<file path="src/rtl/fixed_point_sqrt_seq_if.sv">
// Operand and result valid/ready channels of the Q8.4 sequential square-root unit.
interface fixed_point_sqrt_seq_if #(
    parameter int WIDTH = 12
);
    logic             in_valid;
    logic             in_ready;
    logic [WIDTH-1:0] in_a;
    logic             out_valid;
    logic             out_ready;
    logic [WIDTH-1:0] out_root;
    logic             out_neg;

    modport master (
        output in_valid, in_a, out_ready,
        input  in_ready, out_valid, out_root, out_neg
    );

    modport slave (
        input  in_valid, in_a, out_ready,
        output in_ready, out_valid, out_root, out_neg
    );
endinterface

</file>
<file path="src/rtl/fixed_point_sqrt_seq.sv">
// Sequential Q8.4 floor(sqrt): restoring digit-by-digit integer root, two
// radicand bits per cycle, negative operands flagged and returned as zero.
module fixed_point_sqrt_seq #(
    parameter int WIDTH = 12,
    parameter int FRAC  = 4
) (
    input  logic                   clk,
    input  logic                   rst,
    fixed_point_sqrt_seq_if.slave  bus,
    output logic                   busy
);
    localparam int RAD_W = ((WIDTH + FRAC + 1) / 2) * 2;
    localparam int ITER  = RAD_W / 2;
    localparam int CNT_W = (ITER > 1) ? $clog2(ITER) : 1;

    typedef enum logic [1:0] {
        IDLE = 2'd0,
        CALC = 2'd1,
        DONE = 2'd2
    } state_t;

    state_t             state_q;
    logic [RAD_W-1:0]   rad_q;
    logic [ITER+1:0]    rem_q;
    logic [ITER-1:0]    root_q;
    logic [CNT_W-1:0]   cnt_q;
    logic               in_ready_q;
    logic               out_valid_q;
    logic [WIDTH-1:0]   out_root_q;
    logic               out_neg_q;
    logic               busy_q;

    logic [1:0]         rad_top_s;
    logic [ITER+3:0]    shifted_s;
    logic [ITER+3:0]    subtrahend_s;
    logic [ITER+3:0]    trial_s;
    logic               trial_ok_s;
    logic [ITER+3:0]    rem_full_s;
    logic [ITER+1:0]    rem_next_s;
    logic [ITER-1:0]    root_next_s;
    logic [1:0]         unused_rem_hi_s;

    // One restoring iteration: try subtracting {root,01} from the shifted remainder
    always_comb begin
        rad_top_s    = rad_q[RAD_W-1 -: 2];
        shifted_s    = {rem_q, rad_top_s};
        subtrahend_s = {2'b00, root_q, 2'b01};
        trial_s      = shifted_s - subtrahend_s;
        trial_ok_s   = (shifted_s >= subtrahend_s);
        if (trial_ok_s) begin
            rem_full_s = trial_s;
        end else begin
            rem_full_s = shifted_s;
        end
        // The remainder never exceeds 2*root, so the top two bits are always zero
        rem_next_s      = rem_full_s[ITER+1:0];
        unused_rem_hi_s = rem_full_s[ITER+3:ITER+2];
        root_next_s     = {root_q[ITER-2:0], trial_ok_s};
    end

    // Control FSM, datapath registers and registered handshake outputs
    always_ff @(posedge clk) begin
        if (rst) begin
            state_q     <= IDLE;
            rad_q       <= '0;
            rem_q       <= '0;
            root_q      <= '0;
            cnt_q       <= '0;
            in_ready_q  <= 1'b1;
            out_valid_q <= 1'b0;
            out_root_q  <= '0;
            out_neg_q   <= 1'b0;
            busy_q      <= 1'b0;
        end else begin
            case (state_q)
                IDLE: begin
                    if (bus.in_valid && in_ready_q) begin
                        rad_q      <= RAD_W'(bus.in_a[WIDTH-2:0]) << FRAC;
                        rem_q      <= '0;
                        root_q     <= '0;
                        cnt_q      <= '0;
                        in_ready_q <= 1'b0;
                        busy_q     <= 1'b1;
                        if (bus.in_a[WIDTH-1]) begin
                            state_q     <= DONE;
                            out_valid_q <= 1'b1;
                            out_root_q  <= '0;
                            out_neg_q   <= 1'b1;
                        end else begin
                            state_q <= CALC;
                        end
                    end
                end
                CALC: begin
                    rem_q  <= rem_next_s;
                    root_q <= root_next_s;
                    rad_q  <= rad_q << 2;
                    cnt_q  <= cnt_q + CNT_W'(1);
                    if (cnt_q == CNT_W'(ITER - 1)) begin
                        state_q     <= DONE;
                        out_valid_q <= 1'b1;
                        out_root_q  <= WIDTH'(root_next_s);
                        out_neg_q   <= 1'b0;
                    end
                end
                DONE: begin
                    if (bus.out_ready) begin
                        state_q     <= IDLE;
                        out_valid_q <= 1'b0;
                        in_ready_q  <= 1'b1;
                        busy_q      <= 1'b0;
                    end
                end
                default: begin
                    state_q     <= IDLE;
                    out_valid_q <= 1'b0;
                    in_ready_q  <= 1'b1;
                    busy_q      <= 1'b0;
                end
            endcase
        end
    end

    assign bus.in_ready  = in_ready_q;
    assign bus.out_valid = out_valid_q;
    assign bus.out_root  = out_root_q;
    assign bus.out_neg   = out_neg_q;
    assign busy          = busy_q;
endmodule

</file>
<file path="src/flat_wrapper.sv">
// flat-port wrapper written by rule: the top's interface ports become plain ports
module fixed_point_sqrt_seq_flat 
#(
    parameter int WIDTH = 12,
    parameter int FRAC  = 4
)
  (clk, rst, busy, bus_in_valid, bus_in_a, bus_out_ready, bus_in_ready, bus_out_valid, bus_out_root, bus_out_neg);
  fixed_point_sqrt_seq_if #(.WIDTH(WIDTH)) bus_i ();
  input  logic clk;
  input  logic rst;
  output logic busy;
  input wire logic [$bits(bus_i.in_valid)-1:0] bus_in_valid;
  input wire logic [$bits(bus_i.in_a)-1:0] bus_in_a;
  input wire logic [$bits(bus_i.out_ready)-1:0] bus_out_ready;
  output wire logic [$bits(bus_i.in_ready)-1:0] bus_in_ready;
  output wire logic [$bits(bus_i.out_valid)-1:0] bus_out_valid;
  output wire logic [$bits(bus_i.out_root)-1:0] bus_out_root;
  output wire logic [$bits(bus_i.out_neg)-1:0] bus_out_neg;
  assign bus_i.in_valid = bus_in_valid;
  assign bus_i.in_a = bus_in_a;
  assign bus_i.out_ready = bus_out_ready;
  assign bus_in_ready = bus_i.in_ready;
  assign bus_out_valid = bus_i.out_valid;
  assign bus_out_root = bus_i.out_root;
  assign bus_out_neg = bus_i.out_neg;
  fixed_point_sqrt_seq #(.WIDTH(WIDTH), .FRAC(FRAC)) u_core (.clk(clk), .rst(rst), .bus(bus_i), .busy(busy));
endmodule
</file>
<file path="config.mk">
export PLATFORM = sky130hd
export DESIGN_NAME = fixed_point_sqrt_seq_flat
export DESIGN_NICKNAME = d
export VERILOG_FILES = /design/src/rtl/fixed_point_sqrt_seq_if.sv /design/src/rtl/fixed_point_sqrt_seq.sv /design/src/flat_wrapper.sv
export SDC_FILE = /design/constraint.sdc
export NUM_CORES = 1
export LEC_CHECK = 0
export ABC_CLOCK_PERIOD_IN_PS = 2900
export CAP_MARGIN = 25
export CORE_UTILIZATION = 57
export CTS_BUF_LIST = sky130_fd_sc_hd__clkbuf_8
export DETAILED_ROUTE_END_ITERATION = 7
export PLACE_DENSITY_LB_ADDON = 0.08
export REMOVE_ABC_BUFFERS = 1
export SETUP_SLACK_MARGIN = 0.3
export SLEW_MARGIN = 25
export SYNTH_ARGS = -nofsm -noshare
export SYNTH_HDL_FRONTEND = slang
export SYNTH_SLANG_ARGS = --single-unit
</file>
<file path="constraint.sdc">
create_clock -name clk -period 2.9 [get_ports clk]
set_clock_uncertainty 0.2 [all_clocks]
set_input_delay 0.29 -clock clk [delete_from_list [all_inputs] [get_ports clk]]
set_output_delay 0.29 -clock clk [all_outputs]
set_load 0.005 [all_outputs]
</file>
==> results.md <==
Status:
- The run finished with clean final reports.

Clock network:
- The number of gates resized after CTS was 0.
- Clock tree synthesis inserted a total of 5 buffers.
- The maximum buffer depth of the clock tree is 2.
- After clock tree synthesis, the clock-pin slew on the worst setup and hold paths is around 0.08 ns.
- The H-tree generated during clock tree synthesis spans 2 levels.
- Buffers added to address setup during post-CTS repair amount to 0.
- The CTS tree is yes.
- In this run, post-CTS hold repair placed 0 buffers.
- The tree is rooted in a clkbuf_8.
- Clock latency on the worst-skew pair, taken at its later pin, is 0.29 ns.
- CTS saw 47 sinks.

Placed design:
- The wire-length estimate of the detail-placed layout is between 3000 and 4000 um.
- The placer's final routability congestion estimate is 0.847.
- The count of buffers inserted at the top-level ports is 27.
- Once placement finished, the instance area stood at 0.00267 sq mm.

Die:
- The standard-cell row count is 23.
- The core box area is 0.00406 sq mm.
- The initial core utilization is 59.9%.
- The vertical die dimension is a little under 70 um.
- The die covers ~0.0045 sq mm.
- The die outline width is 67.3 um.
- 32 I/O pins were placed.

Synthesis:
- The total number of yosys warnings is 0.
- Of all flip-flops after synthesis, the portion carrying an async set or reset was 0%.
- The simple-gate portion of the synthesized area is 18.7%.
- The number of synthesized flops with an enable pin is 0.
- The synthesized netlist devotes 6.18% of its cell area to adder and majority cells.
- In this run, distinct cell masters in the synthesized netlist total 44.
- For this run, the leading register cell type out of synthesis is dfxtp_1.
- The post-synthesis xor/xnor area fraction is 2.16%.
- Counting flops and latches in the post-synthesis netlist gives 47.
- The cell count after synthesis came out at roughly 280.
- The sequential element share of the synthesized area is about two fifths.
- In this run the cell area of the synthesized design comes to 0.00243 sq mm.
- The share of cell area taken by muxes after synthesis is 4.53%.
- A synthesized cell averages ~8.6 sq um.
- The complex-gate fraction of the synthesized area is 22.3%.
- After synthesis, the largest family of logic cells by area is compound AO/OA/AOI/OAI gates.

Finish:
- The final layout contains 331 nets.
- The share of layout cells above drive strength 1 is under 10%.
- In the layout the commonest cells are 47 x dfxtp_1, 38 x nor2_1, 27 x clkdlybuf4s50_1.
- The post-synthesis to final-layout area growth is 14.1%.
- The number of diodes is 0.
- The end-of-flow core utilization is 68.3%.
- The summed area of non-filler cells in the final layout is roughly 0.0028 sq mm.
- The most common cell after layout, fill and taps aside is dfxtp_1.

Timing:
- The number of endpoints failing setup at the final stage is 0.
- The share of the clock period used by the worst path after layout is 76.2%.
- The final number of hold-violating endpoints was 0.
- The worst pin sits at a relative slew slack of just under 60%.
- The final-report max-slew violation count is 0.
- For the pin with the worst max-slew slack, the measured transition is 0.632 ns.
- The final setup TNS is 0 ns.
- The time the worst path needs with I/O delays and setup is 2.21 ns.
- Setup repair after global routing left no endpoint under its margin.
- The tightest hold path in the finished design has a slack of approximately 0.26 ns.
- The maximum achievable frequency is 0.453 GHz.

Setup path:
- For the worst setup path, the data arrival time is 2.19 ns.
- The critical path is of the reg2reg type.
- The worst register-to-register path has a setup slack of 0.69 ns.
- The kind of start point of the critical path is a register.
- The largest fanout of any net on the critical path is 9.
- STA puts the critical path data required time at 2.88 ns.
- The endpoint class of the critical path is a register.

Power and ir drop:
- The leakage component of the power is 1.05 nW.
- In this run the power density over the cells is 611 mW/mm^2.
- The largest voltage drop on the vdd net is 0.302 mV.

Global route:
- The global-route wire length before repair is 7590 um.
- The via count of the first global-routing pass was around 1800.
- The total global routing overflow is 0.
- The pin count of the biggest net entering global routing is 37.
- The number of antenna violations at the first check in global routing is 0.
- Global routing consumed, over all layers together, 22.2% of the routing resources.

Drt:
- The routed layout has 1997 vias.
- The total detailed-routing wirelength is ~4500 um.
- The detailed router finished its first iteration with 151 violations.
- The routed length per placed instance is roughly 13 um.
- The total iterations of the first detailed-routing run is 4.
- The post-detailed-route DRC marker count is 0.
- The post-route antenna net violation count is 0.
- The vias per cell is ~5.7.

Min path:
- The tightest min-delay check is of the reg2reg type.

Run:
- The number of max-cap violations is 0.
==> metrics by stage <==
stage | setup slack, ns | std cells | power [mW]
2_1_floorplan | 0.101 | 265 | 1.12
3_3_place_gp | 0.755 | 346 | 1.24
3_5_place_dp | 0.731 | 346 | 1.25
4_1_cts | 0.703 | 353 | 1.70
5_1_grt | 0.491 | 353 | 1.79
6_report | 0.691 | 353 | 1.69
==> synth_stat cells, drive strengths merged, types with 7 or more instances <==
master  count  area, sq um
dfxtp      47          941
nor2       39          154
nand2      22         82.6
a21oi      21          105
nand3      21          105
buf        15          111
a211oi     13         97.6
a22oi      13         97.6
ha         12          150
mux2i      11          110
o21ai      11         66.3
inv        10         37.5
clkbuf      7         26.3
==> worst max-delay path, stage by stage (launching register included) <==
cell and delay (ns):
dfxtp_1 0.39, inv_1 0.06, ha_1 0.39, a21oi_1 0.15
o21ai_1 0.11, a31oi_2 0.24, o21a_1 0.32, xnor2_1 0.16
o21ai_1 0.07
==> area by class of cell <==
type | instances | area [sq um]
Tap cell | 50 | 62.6
Multi-Input combinational cell | 208 | 1330
Fill cell | 347 | 1290
Sequential cell | 47 | 941
Timing Repair Buffer | 31 | 300
Inverter | 10 | 37.5
Clock buffer | 5 | 68.8
Clock inverter | 2 | 33.8
==> state kept, by name, summed over array words and instances (netlist names) <==
register	flops
u_core.rad_q	12
u_core.rem_q	10
u_core.root_q	8
u_core.bus.out_valid	1
u_core.busy	1
u_core.bus.in_ready	1
u_core.bus.out_neg	1
u_core.state_q	2
u_core.bus.out_root	8
u_core.cnt_q	3
==> power by group <==
group / internal [mW] / switching (mW)
logic: 0.224 / 0.283
clock network: 0.249 / 0.209
registers: 0.690 / 0.0373
==> layer usage <==
layer  share of wire, %  vias to the layer above  track usage (%)
li1                   -                     1033                -
met1                 45                      930             25.4
met2                 52                       30             41.0
met3                2.5                        4             4.73
met4               0.99                        0             6.38
met5                  0                        -                0
==> worst paths after layout <==
kind | startpoint | endpoint | cells after the start
worst min-delay path | u_core.bus.out_root[6]$_SDFFE_PP0P_ | u_core.bus.out_root[6]$_SDFFE_PP0P_ | 2
worst max-delay path | u_core.root_q[5]$_SDFFE_PP0P_ | u_core.rem_q[0]$_SDFFE_PP0P_ | 8
worst max register to register | u_core.root_q[5]$_SDFFE_PP0P_ | u_core.rem_q[0]$_SDFFE_PP0P_ | 8
worst min register to register | u_core.bus.out_root[6]$_SDFFE_PP0P_ | u_core.bus.out_root[6]$_SDFFE_PP0P_ | 2
==> kinds of logic after synthesis <==
kind of cell | Yosys count
mux | 11
xor+xnor | 6
other cells | 1
simple gates | 99
flops | 47
compound gates | 76
fa+ha+maj | 12
buf+inv | 32
Power figures use the tool's default switching activity.
